**src/rtl/f1_start_sequencer.sv**
```systemverilog
// Start-light sequencer: 8 ramp strobes TICK_CYCLES apart, a random hold, then a lights-out strobe.
// Define F1_SEQ_FIXED_DELAY_EN to replace the LFSR hold delay with FIXED_DELAY.
module f1_start_sequencer #(
    parameter int TICK_CYCLES = 48,
    parameter int LFSR_W      = 7,
    parameter int FIXED_DELAY = 3
) (
    input  logic              clk,
    input  logic              rst,
    input  logic              trigger,
    output logic              en,
    output logic              lights_out,
    output logic              busy,
    output logic [LFSR_W-1:0] delay_ticks
);

    localparam int TW = (TICK_CYCLES > 1) ? $clog2(TICK_CYCLES) : 1;

    typedef enum logic [1:0] {
        IDLE = 2'd0,
        RAMP = 2'd1,
        HOLD = 2'd2
    } state_t;

    state_t            state_q;
    logic [TW-1:0]     tick_cnt_q;
    logic [2:0]        step_cnt_q;
    logic [LFSR_W-1:0] hold_cnt_q;
    logic [LFSR_W-1:0] lfsr_q;
    logic [LFSR_W-1:0] lfsr_d;
    logic [LFSR_W-1:0] delay_q;
    logic [LFSR_W-1:0] cap_d;
    logic              trig_q;
    logic              en_q;
    logic              lights_out_q;
    logic              busy_q;
    logic              start;
    logic              tick;

    // x^7+x^6+1 free-running LFSR; press timing picks the hold delay.
    assign lfsr_d = {lfsr_q[LFSR_W-2:0], lfsr_q[LFSR_W-1] ^ lfsr_q[LFSR_W-2]};
    assign start  = trigger & ~trig_q;
    assign tick   = (tick_cnt_q == TW'(TICK_CYCLES - 1));

`ifdef F1_SEQ_FIXED_DELAY_EN
    assign cap_d = LFSR_W'(FIXED_DELAY);
`else
    assign cap_d = lfsr_q;
`endif

    always_ff @(posedge clk) begin
        if (rst) begin
            state_q      <= IDLE;
            tick_cnt_q   <= '0;
            step_cnt_q   <= '0;
            hold_cnt_q   <= '0;
            lfsr_q       <= LFSR_W'(1);
            delay_q      <= '0;
            trig_q       <= 1'b0;
            en_q         <= 1'b0;
            lights_out_q <= 1'b0;
            busy_q       <= 1'b0;
        end else begin
            trig_q       <= trigger;
            lfsr_q       <= lfsr_d;
            en_q         <= 1'b0;
            lights_out_q <= 1'b0;
            busy_q       <= (state_q != IDLE);
            case (state_q)
                IDLE: begin
                    if (start) begin
                        state_q    <= RAMP;
                        tick_cnt_q <= '0;
                        step_cnt_q <= '0;
                    end
                end
                RAMP: begin
                    tick_cnt_q <= tick ? '0 : tick_cnt_q + TW'(1);
                    if (tick) begin
                        en_q       <= 1'b1;
                        step_cnt_q <= step_cnt_q + 3'd1;
                        if (step_cnt_q == 3'd7) begin
                            delay_q    <= cap_d;
                            hold_cnt_q <= cap_d;
                            state_q    <= HOLD;
                        end
                    end
                end
                HOLD: begin
                    tick_cnt_q <= tick ? '0 : tick_cnt_q + TW'(1);
                    if (tick) begin
                        hold_cnt_q <= hold_cnt_q - LFSR_W'(1);
                        if (hold_cnt_q == LFSR_W'(1)) begin
                            en_q         <= 1'b1;
                            lights_out_q <= 1'b1;
                            state_q      <= IDLE;
                        end
                    end
                end
                default: state_q <= IDLE;
            endcase
        end
    end

    assign en          = en_q;
    assign lights_out  = lights_out_q;
    assign busy        = busy_q;
    assign delay_ticks = delay_q;

endmodule
```
**config.mk**
```make
export PLATFORM = sky130hd
export DESIGN_NAME = f1_start_sequencer
export DESIGN_NICKNAME = d
export VERILOG_FILES = /design/src/rtl/f1_start_sequencer.sv
export SDC_FILE = /design/constraint.sdc
export NUM_CORES = 1
export LEC_CHECK = 0
export BUFFER_PORTS_ARGS = -buffer_cell sky130_fd_sc_hd__buf_4
export CORE_MARGIN = 2
export CORE_UTILIZATION = 35
export DETAILED_ROUTE_END_ITERATION = 12
export MAX_ROUTING_LAYER = met4
export RECOVER_POWER = 25
export SYNTH_ARGS = -nofsm -noshare
export SYNTH_HDL_FRONTEND = slang
export SYNTH_SLANG_ARGS = --single-unit
```
**constraint.sdc**
```tcl
create_clock -name clk -period 2.1 [get_ports clk]
set_clock_uncertainty 0.05 [all_clocks]
set_input_delay 0.105 -clock clk [delete_from_list [all_inputs] [get_ports clk]]
set_output_delay 0.105 -clock clk [all_outputs]
set_load 0.01 [all_outputs]
```
# After elaboration in Yosys (flattened, before gate mapping)
# Index checks and enable logic that the tools add are counted.
totals:
  register_bits: 36
  input_bits: 3
  elab_cells: 59
op_classes:
  n_addsub: 3
  eq_ne: 10
  mux: 20
  n_bitwise: 4
  n_reduce_logical: 12
op_table:
  columns: ["op", "count"]
  rows:
  - ["two-way mux 7 bit", 3]
  - ["one-hot mux 7 bit (2 select lines)", 1]
  - ["two-way mux 6 bit", 2]
  - ["one-hot mux 6 bit (2 select lines)", 1]
  - ["two-way mux 2 bit", 5]
  - ["inequality test 2 bit (second input constant)", 5]
  - ["nonzero test 2 bit", 4]
  - ["equality test 7 x 1 -> 1 bit (second input constant)", 1]
  - ["subtractor 7 x 1 -> 7 bit (second input constant)", 1]
  - ["adder 6 x 1 -> 6 bit (second input constant)", 1]
  - ["equality test 6 bit (second input constant)", 1]
  - ["two-way mux 3 bit", 2]
  - ["one-hot mux 2 bit (3 select lines)", 1]
  - ["one-hot mux 3 bit (2 select lines)", 1]
  - ["AND reduction 3 bit", 2]
  - ["AND reduction 5 bit", 1]
  - ["AND reduction 4 bit", 1]
  - ["OR reduction 2 bit", 2]
  - ["adder 3 x 1 -> 3 bit (second input constant)", 1]
  - ["equality test 3 bit (second input constant)", 1]
  - ["two-way mux 1 bit", 3]
  - ["equality test 2 x 1 -> 1 bit (second input constant)", 1]
  - ["equality test 2 bit (second input constant)", 1]
  - ["logical NOT 2 bit", 1]
  - ["other kinds (5)", 6]

# Longest topological paths before layout
depth:
  word_depth: 4
  depth_mapped: 7
  depth_no_buf: 6

# Least setup slack after synthesis
# No wires, ideal clock.
synth_path:
  kind: "register to register"
  startpoint: "register tick_cnt_q[0]"
  endpoint: "register hold_cnt_q[2]"
  setup_ps: 132
  arrival_time_ps: 1456
  required_ps: 1918
  path_slack_ps: 462
  path_stages_with_launch: 7
  synth_period_minus_slack_ps: 1638
  cell_sequence: "dfxtp_1 -> ha_1 -> nand3_4 -> or3_1 -> clkbuf_2 -> o21ai_0 -> a21oi_1"
synth_via:
  elab_chain_len: 3
synth_rtl:
  columns: ["item", "line_no", "source"]
  rows:
  - ["start, declared", "26", "logic [TW-1:0] tick_cnt_q;"]
  - ["start signal, assigned", "78", "tick_cnt_q <= tick ? '0 : tick_cnt_q + TW'(1);"]
  - ["start signal, assigned", "90", "tick_cnt_q <= tick ? '0 : tick_cnt_q + TW'(1);"]
  - ["equality test 6 bit (*)", "43", "assign tick = (tick_cnt_q == TW'(TICK_CYCLES - 1));"]
  - ["inequality test 2 bit (no line)", null, null]
  - ["AND reduction 4 bit (no line) (*)", null, null]
  - ["end signal, assigned", "84", "hold_cnt_q <= cap_d;"]
  - ["end signal, assigned", "92", "hold_cnt_q <= hold_cnt_q - LFSR_W'(1);"]
  - ["end, declared", "28", "logic [LFSR_W-1:0] hold_cnt_q;"]
# Mark *: on every way between the ends. The rest lies on a longest branch, timed or not.
# A chain may end at the register's enable or synchronous reset.

# Final worst setup path
layout_path:
  startpoint: "register tick_cnt_q[0]"
  endpoint: "register hold_cnt_q[4]"
# Same word-level chain as after synthesis.

==> metrics.md <==
| Metric | Value |
|---|---|
| Post-place setup slack | about 310 ps |
| Post-synth net total | approximately 210 |
| Peak clock frequency supported by timing | about 0.56 GHz |
| Run status | finished clean |
| Clock tree from TritonCTS | built |
| Clock transition at the register clock pins on the worst setup and hold paths after CTS | approximately 70 ps |
| Hold slack | around 170 ps |
| Number of top-level pins | 13 |
| Final hold violation count | 0 |
| Vias per cell | roughly 5 |
| Most numerous cell types in the synthesized netlist | dfxtp_1 (36), nor2b_1 (17), nor2_1 (16) |
| Max_slew headroom | about 67% |
| Total overflow reported by the global router | 0 |
| Cell at the root of the clock tree | clkbuf_8 |
| Count of filler cells inserted in the layout | slightly below 500 |
| Detailed-route DRC error count | 0 |
| CP max stage cell | or3_1 |
| Unrepaired setup endpoints after global routing | no |
| Number of nets at the end of the flow | approximately 230 |
| Number of maximum-capacitance constraint violations | 0 |
| Total power | roughly 1.7 mW |
| Final std cells w/o fill | 281 |
| Largest stage delay on the critical path | 520 ps |
| Clk sink count | 36 |
| YS warnings | 0 |
| Cells taking the most area after synthesis | dfxtp_1 (41%), ha_1 (6.3%), nor2b_1 (6.0%), mux2i_1 (4.5%), a21oi_1 (3.9%) |
| Vias in the first global route | between 1000 and 1500 |
| Worst Path Required | about 2200 ps |
| Final worst-path cycle share | 85.4% |
| Mean Syn Cell Area | between 8 and 9 um^2 |
| Number of enable-type register cells in the synthesized netlist | 0 |
| Leakage component of the power | around 0.74 nW |
| Number of setup violations in the final report | 0 |
| Fraction of final layout cells with drive strength greater than 1 | about an eighth |
| Worst Hold Class | in2reg |
| Type of element capturing the critical path | flop |
| Critical path buffers and inverters | 0 |
| Slew at the pin closest to its max-slew limit | 493 ps |
| Starting utilization of the core area | a little under two fifths |
| Average wire per standard cell | around 12 um |
| Final-layout setup total negative slack | 0 ps |
| Largest buffer count on any clock path | 2 |
| Die footprint | 0.00565 mm^2 |
| Number of cell rows | 25 |
| Area overhead of the layout relative to synthesis | 14.7% |
| Maximum number of pins on one net before global-route repair | 39 |
| Family of cells with the greatest summed delay on the critical path | simple AND/OR/NAND/NOR gates |
| Sequential share of the synthesized area | between 40 and 50% |
| Cell area after technology mapping | 0.00177 mm^2 |
| Gp weighted congestion | 0.831 |
| Library cells used by synthesis | 42 |
| Maximum vdd drop | between 0.0004 and 0.0005 V |
| Top FF cell, synth | dfxtp_1 |
| Total wirelength of the detailed-routed design | between 3000 and 4000 um |
| # port buffers | 12 |
| Placeable Area | ~0.0048 mm^2 |
| Critical path start-end classification | reg2reg |
| FF+latch count, synth | 36 |
| Die width | approximately 75 um |
| Worst path setup slack after routing | about 310 ps |
| Cell with the most instances after synthesis | dfxtp_1 |
| Count of final max-slew check failures | 0 |
| Vert. Die Dim | approximately 75 um |
| Largest area contributor in the netlist | dfxtp_1 |
| Number of nets still failing antenna checks after routing | 0 |
| Area fraction of the dominant cell type after synthesis | 40.6% |
| Proportion of synthesized flip-flops having asynchronous set or reset | 0% |
| Clk Latency, worst-skew pair | between 200 and 300 ps |
| Finished Cell Area | just over 0.002 mm^2 |
| Iteration count of the initial detailed-routing pass | 4 |
| Number of H-tree branching levels | 2 |
| Final core utilization | 42.3% |
| Crit path arrival time | between 1500 and 2000 ps |
| Instance count of the mapped netlist | ~200 |
| Total power per unit cell area | ~850 mW/mm^2 |
| Number of clock buffers inserted by TritonCTS | 5 |
| First-pass GRT wire length | about 6000 um |
| Count of placed standard cells including taps | 272 |
| Diode insertion count for antenna repair | 0 |
| Standard cell area after detailed placement | roughly 0.0019 mm^2 |
| Worst-path maximum fanout | 9 |
| GRT Resource Usage Total | between 10% and 20% |
| Total number of vias | about 1400 |
| Minimum clock period | ~1800 ps |
| Startpoint Class | flop |
| Antenna violations before repair | 0 |
| Cells traversed along the worst timing path | ha_1 > nand3_4 > or3_1 > o21ai_0 > a21oi_1 |
| Setup Buffers After CTS | 0 |
| Detailed router's first-iteration violation count | between 90 and 100 |
| Dpl hpwl | between 2000 and 2500 um |
==> layer usage <==
metal / track usage (%) / routed length, um
met1: 19.1 / 1820
met4: 4.09 / 44
met2: 20.8 / 1450
met3: 3.61 / 91
met5: - / 0
==> cell families after synthesis <==
kind of cell,count (synthesis),share of synthesized area (%)
xor+xnor,1,0.494
mux,8,4.51
flops,36,40.6
simple gates,80,26.2
compound gates,49,17.8
buf+inv,18,4.02
fa+ha+maj,9,6.35
==> final timing paths <==
kind | cells past startpoint | slack [ps] | start | to
setup / recovery | 5 | 310 | tick_cnt_q[0] | hold_cnt_q[4]
hold / removal | 2 | 170 | rst | lights_out
setup reg to reg | 5 | 310 | tick_cnt_q[0] | hold_cnt_q[4]
hold reg to reg | 2 | 420 | hold_cnt_q[1] | hold_cnt_q[1]
==> placed cells by master, fill, tap and decap left out, types with 4 or more instances in the layout <==
cell type   n
a21boi_0    4
a21oi_1    14
a31oi_1     4
and3_1      6
buf_4      11
clkbuf_8    5
dfxtp_1    36
ha_1        9
inv_1       7
mux2i_1     8
nand2_1    11
nand2b_1    6
nand3b_1    4
nand4_1     4
nor2_1     16
nor2b_1    17
o21ai_0    14
==> where the power goes <==
group	switching (mW)	internal [mW]
registers	0.0169	0.713
clock network	0.253	0.351
logic	0.244	0.150
==> state kept, by name (all words and copies together), names as in the netlist <==
| register | count |
|---|---|
| cap_d | 7 |
| delay_ticks | 7 |
| hold_cnt_q | 7 |
| tick_cnt_q | 6 |
| step_cnt_q | 3 |
| state_q | 2 |
| busy | 1 |
| en | 1 |
| lights_out | 1 |
| trig_q | 1 |
==> timing repair <==
action,in CTS,in global routing
gates resized for setup,0,0
endpoints found under the hold margin,1,0
hold buffers,1,0
==> final cells by class <==
| class | count | area, um^2 | area share (%) |
|---|---|---|---|
| clock buffer | 5 | 68.8 | 3.38 |
| clock inverter | 3 | 42.5 | 2.09 |
| inverter | 7 | 26.3 | 1.29 |
| multi-input combinational | 147 | 982 | 48.2 |
| sequential | 36 | 721 | 35.4 |
| tap | 67 | 83.8 | 4.12 |
| timing repair buffer | 16 | 111 | 5.47 |
Power figures use the tool's default switching activity.
